[src/rtl/count_wrap_monitor_pkg.sv]
// ----------------------------------------------------------------------------
// count_wrap_monitor_pkg
//
// Shared definitions for the counter wrap monitor:
//   - counter and statistic widths
//   - event-code constants carried on evt_code
//   - monitor FSM state encoding
//   - step classification used to interpret the sample-to-sample delta
//   - saturating increment helpers for the statistic counters
// ----------------------------------------------------------------------------
package count_wrap_monitor_pkg;

    // Width of the monitored up/down counter.
    localparam int unsigned CountWidth = 3;
    // Width of the overflow / underflow statistic counters.
    localparam int unsigned StatWidth  = 8;
    // Width of the dropped-event counter.
    localparam int unsigned DropWidth  = 4;
    // Width of the event code.
    localparam int unsigned CodeWidth  = 2;

    typedef logic [CountWidth-1:0] count_t;
    typedef logic [StatWidth-1:0]  stat_t;
    typedef logic [DropWidth-1:0]  drop_t;
    typedef logic [CodeWidth-1:0]  evt_code_t;

    // Largest counter value; a delta equal to this is a single down step.
    localparam count_t CountMax = {CountWidth{1'b1}};
    localparam count_t CountMin = '0;

    // Event codes. EVT_NONE is what evt_code shows whenever the slot is empty.
    localparam evt_code_t EVT_NONE = 2'b00;
    localparam evt_code_t EVT_OVF  = 2'b01;
    localparam evt_code_t EVT_UNF  = 2'b10;
    localparam evt_code_t EVT_ERR  = 2'b11;

    // StInit: no previous sample held yet. StTrack: prev is valid.
    typedef enum logic [0:0] {
        StInit  = 1'b0,
        StTrack = 1'b1
    } state_e;

    // Interpretation of (count - prev) mod 2^CountWidth.
    typedef enum logic [1:0] {
        StepHold = 2'b00,
        StepUp   = 2'b01,
        StepDown = 2'b10,
        StepJump = 2'b11
    } step_e;

    function automatic step_e classify_step(input count_t delta);
        step_e step;
        if (delta == count_t'(0)) begin
            step = StepHold;
        end else if (delta == count_t'(1)) begin
            step = StepUp;
        end else if (delta == CountMax) begin
            step = StepDown;
        end else begin
            step = StepJump;
        end
        return step;
    endfunction

    function automatic stat_t sat_inc_stat(input stat_t value);
        return (value == {StatWidth{1'b1}}) ? value : value + stat_t'(1);
    endfunction

    function automatic drop_t sat_inc_drop(input drop_t value);
        return (value == {DropWidth{1'b1}}) ? value : value + drop_t'(1);
    endfunction

endpackage

[src/rtl/evt_slot.sv]
// ----------------------------------------------------------------------------
// evt_slot
//
// Single-entry event holding register with a valid/ready consumer handshake.
// A pushed event is accepted when the slot is empty or is being consumed on
// the same edge; otherwise it is discarded and counted in drop_cnt
// (saturating). The held code never changes while valid and not consumed,
// and reads as EVT_NONE whenever the slot is empty.
//
// Ports
//   clk        in   rising-edge clock
//   rst        in   synchronous active-high reset (wins over any handshake)
//   push       in   a new event is offered this cycle
//   push_code  in   code of the offered event
//   ready      in   consumer accepts the held event
//   valid      out  slot holds an event
//   code       out  held event code, EVT_NONE when empty
//   drop_cnt   out  saturating count of events lost to backpressure
// ----------------------------------------------------------------------------
module evt_slot
    import count_wrap_monitor_pkg::*;
(
    input  logic                 clk,
    input  logic                 rst,
    input  logic                 push,
    input  logic [CodeWidth-1:0] push_code,
    input  logic                 ready,
    output logic                 valid,
    output logic [CodeWidth-1:0] code,
    output logic [DropWidth-1:0] drop_cnt
);

    logic      valid_q, valid_d;
    evt_code_t code_q, code_d;
    drop_t     drop_q, drop_d;

    logic consume;
    logic accept;

    // A consume frees the slot on this very edge, so a push alongside it
    // replaces the outgoing event rather than being dropped.
    assign consume = valid_q && ready;
    assign accept  = push && (!valid_q || consume);

    always_comb begin
        valid_d = valid_q;
        code_d  = code_q;
        drop_d  = drop_q;

        if (accept) begin
            valid_d = 1'b1;
            code_d  = push_code;
        end else if (consume) begin
            valid_d = 1'b0;
            code_d  = EVT_NONE;
        end

        if (push && !accept) begin
            drop_d = sat_inc_drop(drop_q);
        end
    end

    always_ff @(posedge clk) begin
        if (rst) begin
            valid_q <= 1'b0;
            code_q  <= EVT_NONE;
            drop_q  <= '0;
        end else begin
            valid_q <= valid_d;
            code_q  <= code_d;
            drop_q  <= drop_d;
        end
    end

    assign valid    = valid_q;
    assign code     = code_q;
    assign drop_cnt = drop_q;

endmodule

[src/rtl/count_wrap_monitor.sv]
// ----------------------------------------------------------------------------
// count_wrap_monitor
//
// Watches a 3-bit up/down counter sampled every rising edge and classifies
// each step against the previous sample: hold, single up step, single down
// step, or illegal jump. 7->0 wraps are counted as overflows, 0->7 wraps as
// underflows, and illegal jumps set a sticky error. Overflow, underflow and
// illegal-jump events are offered to a single-entry event slot (evt_slot).
//
// Ports
//   clk        in   rising-edge clock shared with the counter
//   rst        in   synchronous active-high reset
//   count      in   counter value
//   evt_ready  in   consumer accepts the pending event
//   evt_valid  out  event slot holds an event
//   evt_code   out  01 overflow, 10 underflow, 11 illegal jump, 00 empty
//   dir        out  last inferred direction (1 up, 0 down)
//   ovf_cnt    out  saturating count of 7->0 wraps
//   unf_cnt    out  saturating count of 0->7 wraps
//   drop_cnt   out  saturating count of events lost to backpressure
//   err        out  sticky illegal-jump flag, cleared only by rst
// ----------------------------------------------------------------------------
module count_wrap_monitor
    import count_wrap_monitor_pkg::*;
(
    input  logic                  clk,
    input  logic                  rst,
    input  logic [CountWidth-1:0] count,
    input  logic                  evt_ready,
    output logic                  evt_valid,
    output logic [CodeWidth-1:0]  evt_code,
    output logic                  dir,
    output logic [StatWidth-1:0]  ovf_cnt,
    output logic [StatWidth-1:0]  unf_cnt,
    output logic [DropWidth-1:0]  drop_cnt,
    output logic                  err
);

    // ------------------------------------------------------------------
    // FSM: state register
    // ------------------------------------------------------------------
    state_e state_q, state_d;

    always_ff @(posedge clk) begin
        if (rst) begin
            state_q <= StInit;
        end else begin
            state_q <= state_d;
        end
    end

    // ------------------------------------------------------------------
    // FSM: next state. The edge after reset only captures a reference
    // sample, so a counter that was reset alongside us is never mistaken
    // for an illegal jump.
    // ------------------------------------------------------------------
    always_comb begin
        state_d = state_q;
        unique case (state_q)
            StInit:  state_d = StTrack;
            StTrack: state_d = StTrack;
            default: state_d = StInit;
        endcase
    end

    // ------------------------------------------------------------------
    // Tracking registers
    // ------------------------------------------------------------------
    count_t prev_q, prev_d;
    logic   dir_q, dir_d;
    stat_t  ovf_q, ovf_d;
    stat_t  unf_q, unf_d;
    logic   err_q, err_d;

    count_t    delta;
    step_e     step;
    logic      evt_push;
    evt_code_t evt_push_code;

    // Modular subtraction: the 3-bit result is already delta mod 8.
    assign delta = count - prev_q;
    assign step  = classify_step(delta);

    // ------------------------------------------------------------------
    // FSM: outputs / classification
    // ------------------------------------------------------------------
    always_comb begin
        prev_d        = count;
        dir_d         = dir_q;
        ovf_d         = ovf_q;
        unf_d         = unf_q;
        err_d         = err_q;
        evt_push      = 1'b0;
        evt_push_code = EVT_NONE;

        if (state_q == StTrack) begin
            unique case (step)
                StepHold: begin
                end
                StepUp: begin
                    dir_d = 1'b1;
                    if (prev_q == CountMax && count == CountMin) begin
                        ovf_d         = sat_inc_stat(ovf_q);
                        evt_push      = 1'b1;
                        evt_push_code = EVT_OVF;
                    end
                end
                StepDown: begin
                    dir_d = 1'b0;
                    if (prev_q == CountMin && count == CountMax) begin
                        unf_d         = sat_inc_stat(unf_q);
                        evt_push      = 1'b1;
                        evt_push_code = EVT_UNF;
                    end
                end
                StepJump: begin
                    err_d         = 1'b1;
                    evt_push      = 1'b1;
                    evt_push_code = EVT_ERR;
                end
            endcase
        end
    end

    always_ff @(posedge clk) begin
        if (rst) begin
            prev_q <= '0;
            dir_q  <= 1'b1;
            ovf_q  <= '0;
            unf_q  <= '0;
            err_q  <= 1'b0;
        end else begin
            prev_q <= prev_d;
            dir_q  <= dir_d;
            ovf_q  <= ovf_d;
            unf_q  <= unf_d;
            err_q  <= err_d;
        end
    end

    // ------------------------------------------------------------------
    // Event slot
    // ------------------------------------------------------------------
    evt_slot u_evt_slot (
        .clk       (clk),
        .rst       (rst),
        .push      (evt_push),
        .push_code (evt_push_code),
        .ready     (evt_ready),
        .valid     (evt_valid),
        .code      (evt_code),
        .drop_cnt  (drop_cnt)
    );

    assign dir     = dir_q;
    assign ovf_cnt = ovf_q;
    assign unf_cnt = unf_q;
    assign err     = err_q;

endmodule

[config.mk]
export PLATFORM = sky130hd
export DESIGN_NAME = count_wrap_monitor
export DESIGN_NICKNAME = d
export VERILOG_FILES = /design/src/rtl/count_wrap_monitor_pkg.sv /design/src/rtl/evt_slot.sv /design/src/rtl/count_wrap_monitor.sv
export SDC_FILE = /design/constraint.sdc
export NUM_CORES = 1
export LEC_CHECK = 0
export CAP_MARGIN = 20
export CORE_UTILIZATION = 53
export CTS_BUF_LIST = sky130_fd_sc_hd__clkbuf_4 sky130_fd_sc_hd__clkbuf_8
export DETAILED_ROUTE_END_ITERATION = 6
export GPL_TIMING_DRIVEN = 0
export PLACE_DENSITY = 0.81
export SETUP_SLACK_MARGIN = 0.05
export SKIP_CTS_REPAIR_TIMING = 1
export SKIP_LAST_GASP = 1
export SYNTH_ARGS = -nofsm -noshare
export SYNTH_HDL_FRONTEND = slang
export SYNTH_SLANG_ARGS = --single-unit
[constraint.sdc]
create_clock -name clk -period 3.6 [get_ports clk]
set_input_delay 0.54 -clock clk [delete_from_list [all_inputs] [get_ports clk]]
set_output_delay 0.54 -clock clk [all_outputs]
set_load 0.02 [all_outputs]
=== Word level (Yosys, flattened, before mapping) ===
Index checks and enable logic that the tools add are counted.

* Flip-flop bits (word level): 29
* Bits in latches: 0
* RAM bits: 0
* Memory bits (read-only): 0
* Input bits: 6
* Output and inout bits: 25
* Word-level logic and storage cells: 61
* Memories: 0

* $add $sub $neg: 4
* Multiply operators: 0
* Divide/modulo/power cells: 0
* $lt $le $gt $ge: 0
* Eq/ne operators: 10
* Shift-type cells: 0
* Multiplexer cells: 17
* Bitwise logic cells: 3
* Reductions and logical operators: 18

{| class="wikitable"
|+ Operator list
! operator !! count
|-
| 8-bit by 1-bit adder with 8-bit output, second input constant || 2
|-
| 8-bit equality test, second input constant || 2
|-
| 2-bit 2-to-1 mux || 6
|-
| 3-bit equality test, second input constant || 3
|-
| 3-bit zero test || 3
|-
| 1-bit 2-to-1 mux || 8
|-
| 4-bit AND reduction || 2
|-
| 2-bit case mux with 3 select lines || 1
|-
| 2-bit AND reduction || 3
|-
| 1-bit logical AND || 5
|-
| 4-bit by 1-bit adder with 4-bit output, second input constant || 1
|-
| 2-bit equality test, second input constant || 2
|-
| 4-bit equality test, second input constant || 1
|-
| 2-bit nonzero test || 2
|-
| 3-bit by 1-bit equality test with 1-bit output, second input constant || 1
|-
| 1-bit NOT || 3
|-
| 1-bit case mux with 3 select lines || 1
|-
| 3-bit subtractor || 1
|-
| 2-bit by 1-bit equality test with 1-bit output, second input constant || 1
|-
| 1-bit zero test || 2
|-
| 1-bit case mux with 2 select lines || 1
|-
| 1-bit logical OR || 1
|}

=== Depth between registers and ports, before layout ===
* Depth after elaboration: 12
* Gate-level depth with buffers: 13

=== By module ===
From an unflattened synthesis, not the netlist that was laid out.

* Cell total of the unflattened synthesis: 161
* Area, all modules: 1468.9 µm²

{| class="wikitable"
|+ By module, submodules not included
! module !! times used !! cells an instance !! area each (µm²) !! seq. area each (µm²)
|-
| count_wrap_monitor || 1 || 125 || 1127.3 || 440.4
|-
| evt_slot || 1 || 36 || 341.6 || 140.1
|}

=== Worst setup path after synthesis ===
No wires, ideal clock.

* Path kind: input port to flip-flop
* From: input port count[0]
* To: register unf_q[5], in the netlist unf_cnt[5]
* Library setup time: 70 ps
* Data arrival time: 3037 ps
* Data required time: 3530 ps
* Setup slack: 494 ps
* Stages: 13
* Path buffers: 1
* Cells stage by stage: inv_1 ha_1 fa_1 xor2_1 xnor2_1 or3_1 nand2_1 ha_1 and3b_2 nand3_4 buf_6 or4_1 a21oi_1

* Word-level cells in the longest chain between the ends: 7
* Elaborated cells on any way between the ends: 11
* Classes of those cells: add/sub: 1; eq/ne: 4; mux: 3; reduce/logical: 3

{| class="wikitable"
|+ Ends and longest elaborated chain
! what !! RTL line !! RTL
|-
| start: declaration || count_wrap_monitor.sv:28 || <nowiki>input logic [CountWidth-1:0] count,</nowiki>
|-
| 3-bit subtractor || count_wrap_monitor.sv:81 || <nowiki>assign delta = count - prev_q;</nowiki>
|-
| 3-bit equality test || count_wrap_monitor_pkg.sv:57 || <nowiki>end else if (delta == CountMax) begin</nowiki>
|-
| 1-bit 2-to-1 mux || count_wrap_monitor_pkg.sv:57 ||
|-
| 2-bit 2-to-1 mux || count_wrap_monitor_pkg.sv:55 || <nowiki>end else if (delta == count_t'(1)) begin</nowiki>
|-
| 2-bit 2-to-1 mux || count_wrap_monitor_pkg.sv:53 || <nowiki>if (delta == count_t'(0)) begin</nowiki>
|-
| 2-bit equality test || count_wrap_monitor.sv:97 || <nowiki>unique case (step)</nowiki>
|-
| 4-bit AND reduction (no source line) * || -- ||
|-
| end signal: assignment || count_wrap_monitor.sv:136 || <nowiki>unf_q <= unf_d;</nowiki>
|-
| end: declaration || count_wrap_monitor.sv:72 || <nowiki>stat_t unf_q, unf_d;</nowiki>
|}

Mark *: on every way between the ends. The rest lies on a longest branch, timed or not.
A chain may end at the register's enable or synchronous reset.

=== Final worst setup path ===
* From: input port count[1]
* To: register unf_q[5], in the netlist unf_cnt[5]

Same word-level chain as after synthesis.

==> results_dict.tcl <==
set metrics [dict create \
    place_area_sq_mm 0.00194 \
    crit_family "simple AND/OR/NAND/NOR gates" \
    die_w_um 57.2 \
    hp-start "ovf_cnt[6]$_SDFFE_PP0P_" \
    drt_iter0_drc 89 \
    syn_area_sq_mm 0.00161 \
    relSlewSlack_pct 71.9 \
    setup_ws_ns 0.191 \
    syn_nets 193 \
    yosys_warnings 0 \
    slew_violations 0 \
    drt_wl_total_um 3780 \
    vdd_drop_max_v 0.000233 \
    arrival_ns 3.70 \
    layout.cells.non_filler 250 \
    cp-endpoint "unf_cnt[5]$_SDFFE_PP0P_" \
    setup_viol 0 \
    antenna_found_initial 0 \
    ff2ff_path_depth 12 \
    power_uw 678 \
    clk_pin_slew_ns 0.11 \
    worst-path-stages 13 \
    dr_total_vias 1585 \
    max_cap_violations 0 \
    yosysTopAreaCell "dfxtp_1" \
    reg2reg_to "unf_cnt[5]$_SDFFE_PP0P_" \
    antenna-diode-count 0 \
    fillers 221 \
    hold_class "reg -> reg" \
    drtPass1Iterations 6 \
    tightestPinTransition_ns 0.421 \
    hpwl_um 2600 \
    p_leak_uw 0.000736 \
    grt_usage_pct 24.1 \
    die_area_sq_mm 0.00327 \
    grt_pass1_vias 1423 \
    hold_viol_final 0 \
    io_buffer_count 29 \
    viasPerCell 6.34 \
    cts_max_level 2 \
    yosys-top-cells-area "dfxtp_1 36%, ha_1 6.2%, a21oi_1 5.0%, or4_1 4.2%, nand3_1 3.1%" \
    outcome "finished, violations left" \
    fin_area_sq_mm 0.00207 \
    max_freq_mhz 293 \
    synth_cells 178 \
    start_util_pct 57.1 \
    powerDensity_mw_per_mm2 327 \
    cts_tree "yes" \
    fin_crit_ns 3.41 \
    pre_cts_ws_ns -0.324 \
    ys_seq_area_share_pct 36.0 \
    final.setup_skew_ns 0.0227 \
    clk_latency_ns 0.36 \
    rsz0062_at_grt "false" \
    io_pins 31 \
    final_common_cell "dfxtp_1" \
    seqCellArea_sq_um 581 \
    grt.overflow.total 0 \
    grt_pass1_wl_um 6040 \
    ys_ff_latch 29 \
    layout-drive-gt1-share_pct 14.6 \
    row_count 19 \
    multiInputGateArea_sq_um 973 \
    grt_max_degree 11 \
    routedWlPerCell_um 15.1 \
    crit_path_cell_trace "clkdlybuf4s50_1, inv_1, fa_1, xor2_1, xnor2_1, or3_1, nand2_2, ha_1, and3b_2, nand3_4, buf_6, or4_1, a21oi_1" \
    yosys.cell_types.count 49 \
    layout.nets 233 \
    cts_sinks 29 \
    startpoint_type "input pin" \
    hold_ws_ns 0.498 \
    ant_nets 0 \
    syn_area_per_cell_sq_um 9.07 \
    layout_common_cells "29 x dfxtp_1, 28 x clkdlybuf4s50_1, 15 x a21oi_1" \
    required_ns 3.89 \
    end_kind "flop" \
    critPathBufInv 3 \
    yosys.area.top_type_share_pct 36.0 \
    worstReg2RegStart "prev_q[0]$_SDFF_PP0_" \
    cts_made_buffers 5 \
    critPathKind "in -> reg" \
    gp_congestion 0.796 \
    fin_crit_sh_pct 94.7 \
    coreArea_sq_mm 0.00283 \
    clockBufferDepth 2 \
    crit_start "count[1]" \
    place_inst 238 \
    slowest_delay_ns 0.50 \
    fp.dieH_um 57.2 \
    cts_root_buf "clkbuf_4" \
    area_growth_pct 28.5 \
    cp_max_fo 10 \
    post-route-drc-count 3 \
    violations "design-rule violations" \
    worst_path_max_delay_cell "clkdlybuf4s50_1" \
    reg2reg_slack_ns 0.51 \
]
==> report_power, final <==
part / switching [uW] / total (uW) / internal, uW
clock: 126 / 208 / 81.7
combinational: 65.8 / 127 / 60.9
sequential: 10.3 / 343 / 333
==> metal layers <==
layer | track usage [%] | up-vias | wire length, um | share of wire (%)
li1 | - | 751 | - | -
met1 | 28.9 | 758 | 1660 | 44
met2 | 39.0 | 60 | 1840 | 49
met3 | 5.67 | 16 | 176 | 4.7
met4 | 15.0 | 0 | 108 | 2.9
met5 | 0 | - | 0 | 0
==> worst min path at each step <==
stage	slack, ns	cells past startpoint	endpoint
2_1_floorplan	0.55	2	u_evt_slot.code[0]$_SDFFE_PP0P_
3_3_place_gp	0.46	2	err$_SDFFE_PP0P_
3_5_place_dp	0.48	2	u_evt_slot.code[0]$_SDFFE_PP0P_
4_1_cts	0.49	2	unf_cnt[5]$_SDFFE_PP0P_
5_1_grt	0.52	2	ovf_cnt[6]$_SDFFE_PP0P_
6_report	0.50	2	ovf_cnt[6]$_SDFFE_PP0P_
==> through the flow <==
step / util (%) / TNS [ns]
2_1_floorplan: - / 0
3_3_place_gp: 68.7 / -1.24
3_5_place_dp: 68.7 / -2.90
4_1_cts: 70.6 / 0
5_1_grt: 73.3 / 0
6_report: 73.3 / 0
==> kinds of logic after synthesis <==
family                     Yosys count  synth area share [%]
and+or+nand+nor                     74                  29.2
AOI/OAI and AO/OA                   43                  17.3
DFF                                 29                  36.0
buffers and inverters               17                  6.28
adders and majority gates            9                  7.44
muxes                                4                  2.71
xor gates and xnor gates             2                  1.09
==> registers in the layout, summed over array words and instances (netlist names) <==
register             cells
u_evt_slot.drop_cnt      4
err                      1
ovf_cnt                  8
u_evt_slot.valid         1
dir                      1
state_q                  1
unf_cnt                  8
u_evt_slot.code          2
prev_q                   3
==> cell usage after synthesis (all sizes together) <==
library cell	number
dfxtp	29
a21oi	16
nand3	11
nand2	10
inv	9
or4	9
ha	8
nor2	7
nor2b	6
o31ai	6
o21ai	5
buf	4
and3	3
and4	3
clkbuf	3
mux2	3
nand2b	3
nand4	3
o21a	3
o41ai	3
or3	3
a2111oi	2
a31oi	2
and2	2
and3b	2
and4bb	2
nand3b	2
nor3	2
nor3b	2
nor4	2
o311ai	2
a21boi	1
a21o	1
a41oi	1
and4b	1
clkinv	1
fa	1
mux2i	1
nand4b	1
o211ai	1
xnor2	1
xor2	1
==> cell type report <==
type,count,share of cell area (%)
timing repair buffer,33,15.6
tap,31,1.87
clock inverter,2,0.483
clock buffer,6,2.17
inverter,10,1.81
sequential,29,28.0
buffer,7,3.20
multi-input combinational,132,46.9
==> worst register-to-register path, stage by stage (launching register included) <==
cell and delay (ns):
dfxtp_1 0.33, ha_1 0.19, fa_1 0.37, xor2_1 0.16
xnor2_1 0.15, or3_1 0.42, nand2_2 0.10, ha_1 0.16
and3b_2 0.27, nand3_4 0.11, buf_6 0.17, or4_1 0.47
a21oi_1 0.15
Power figures use the tool's default switching activity.
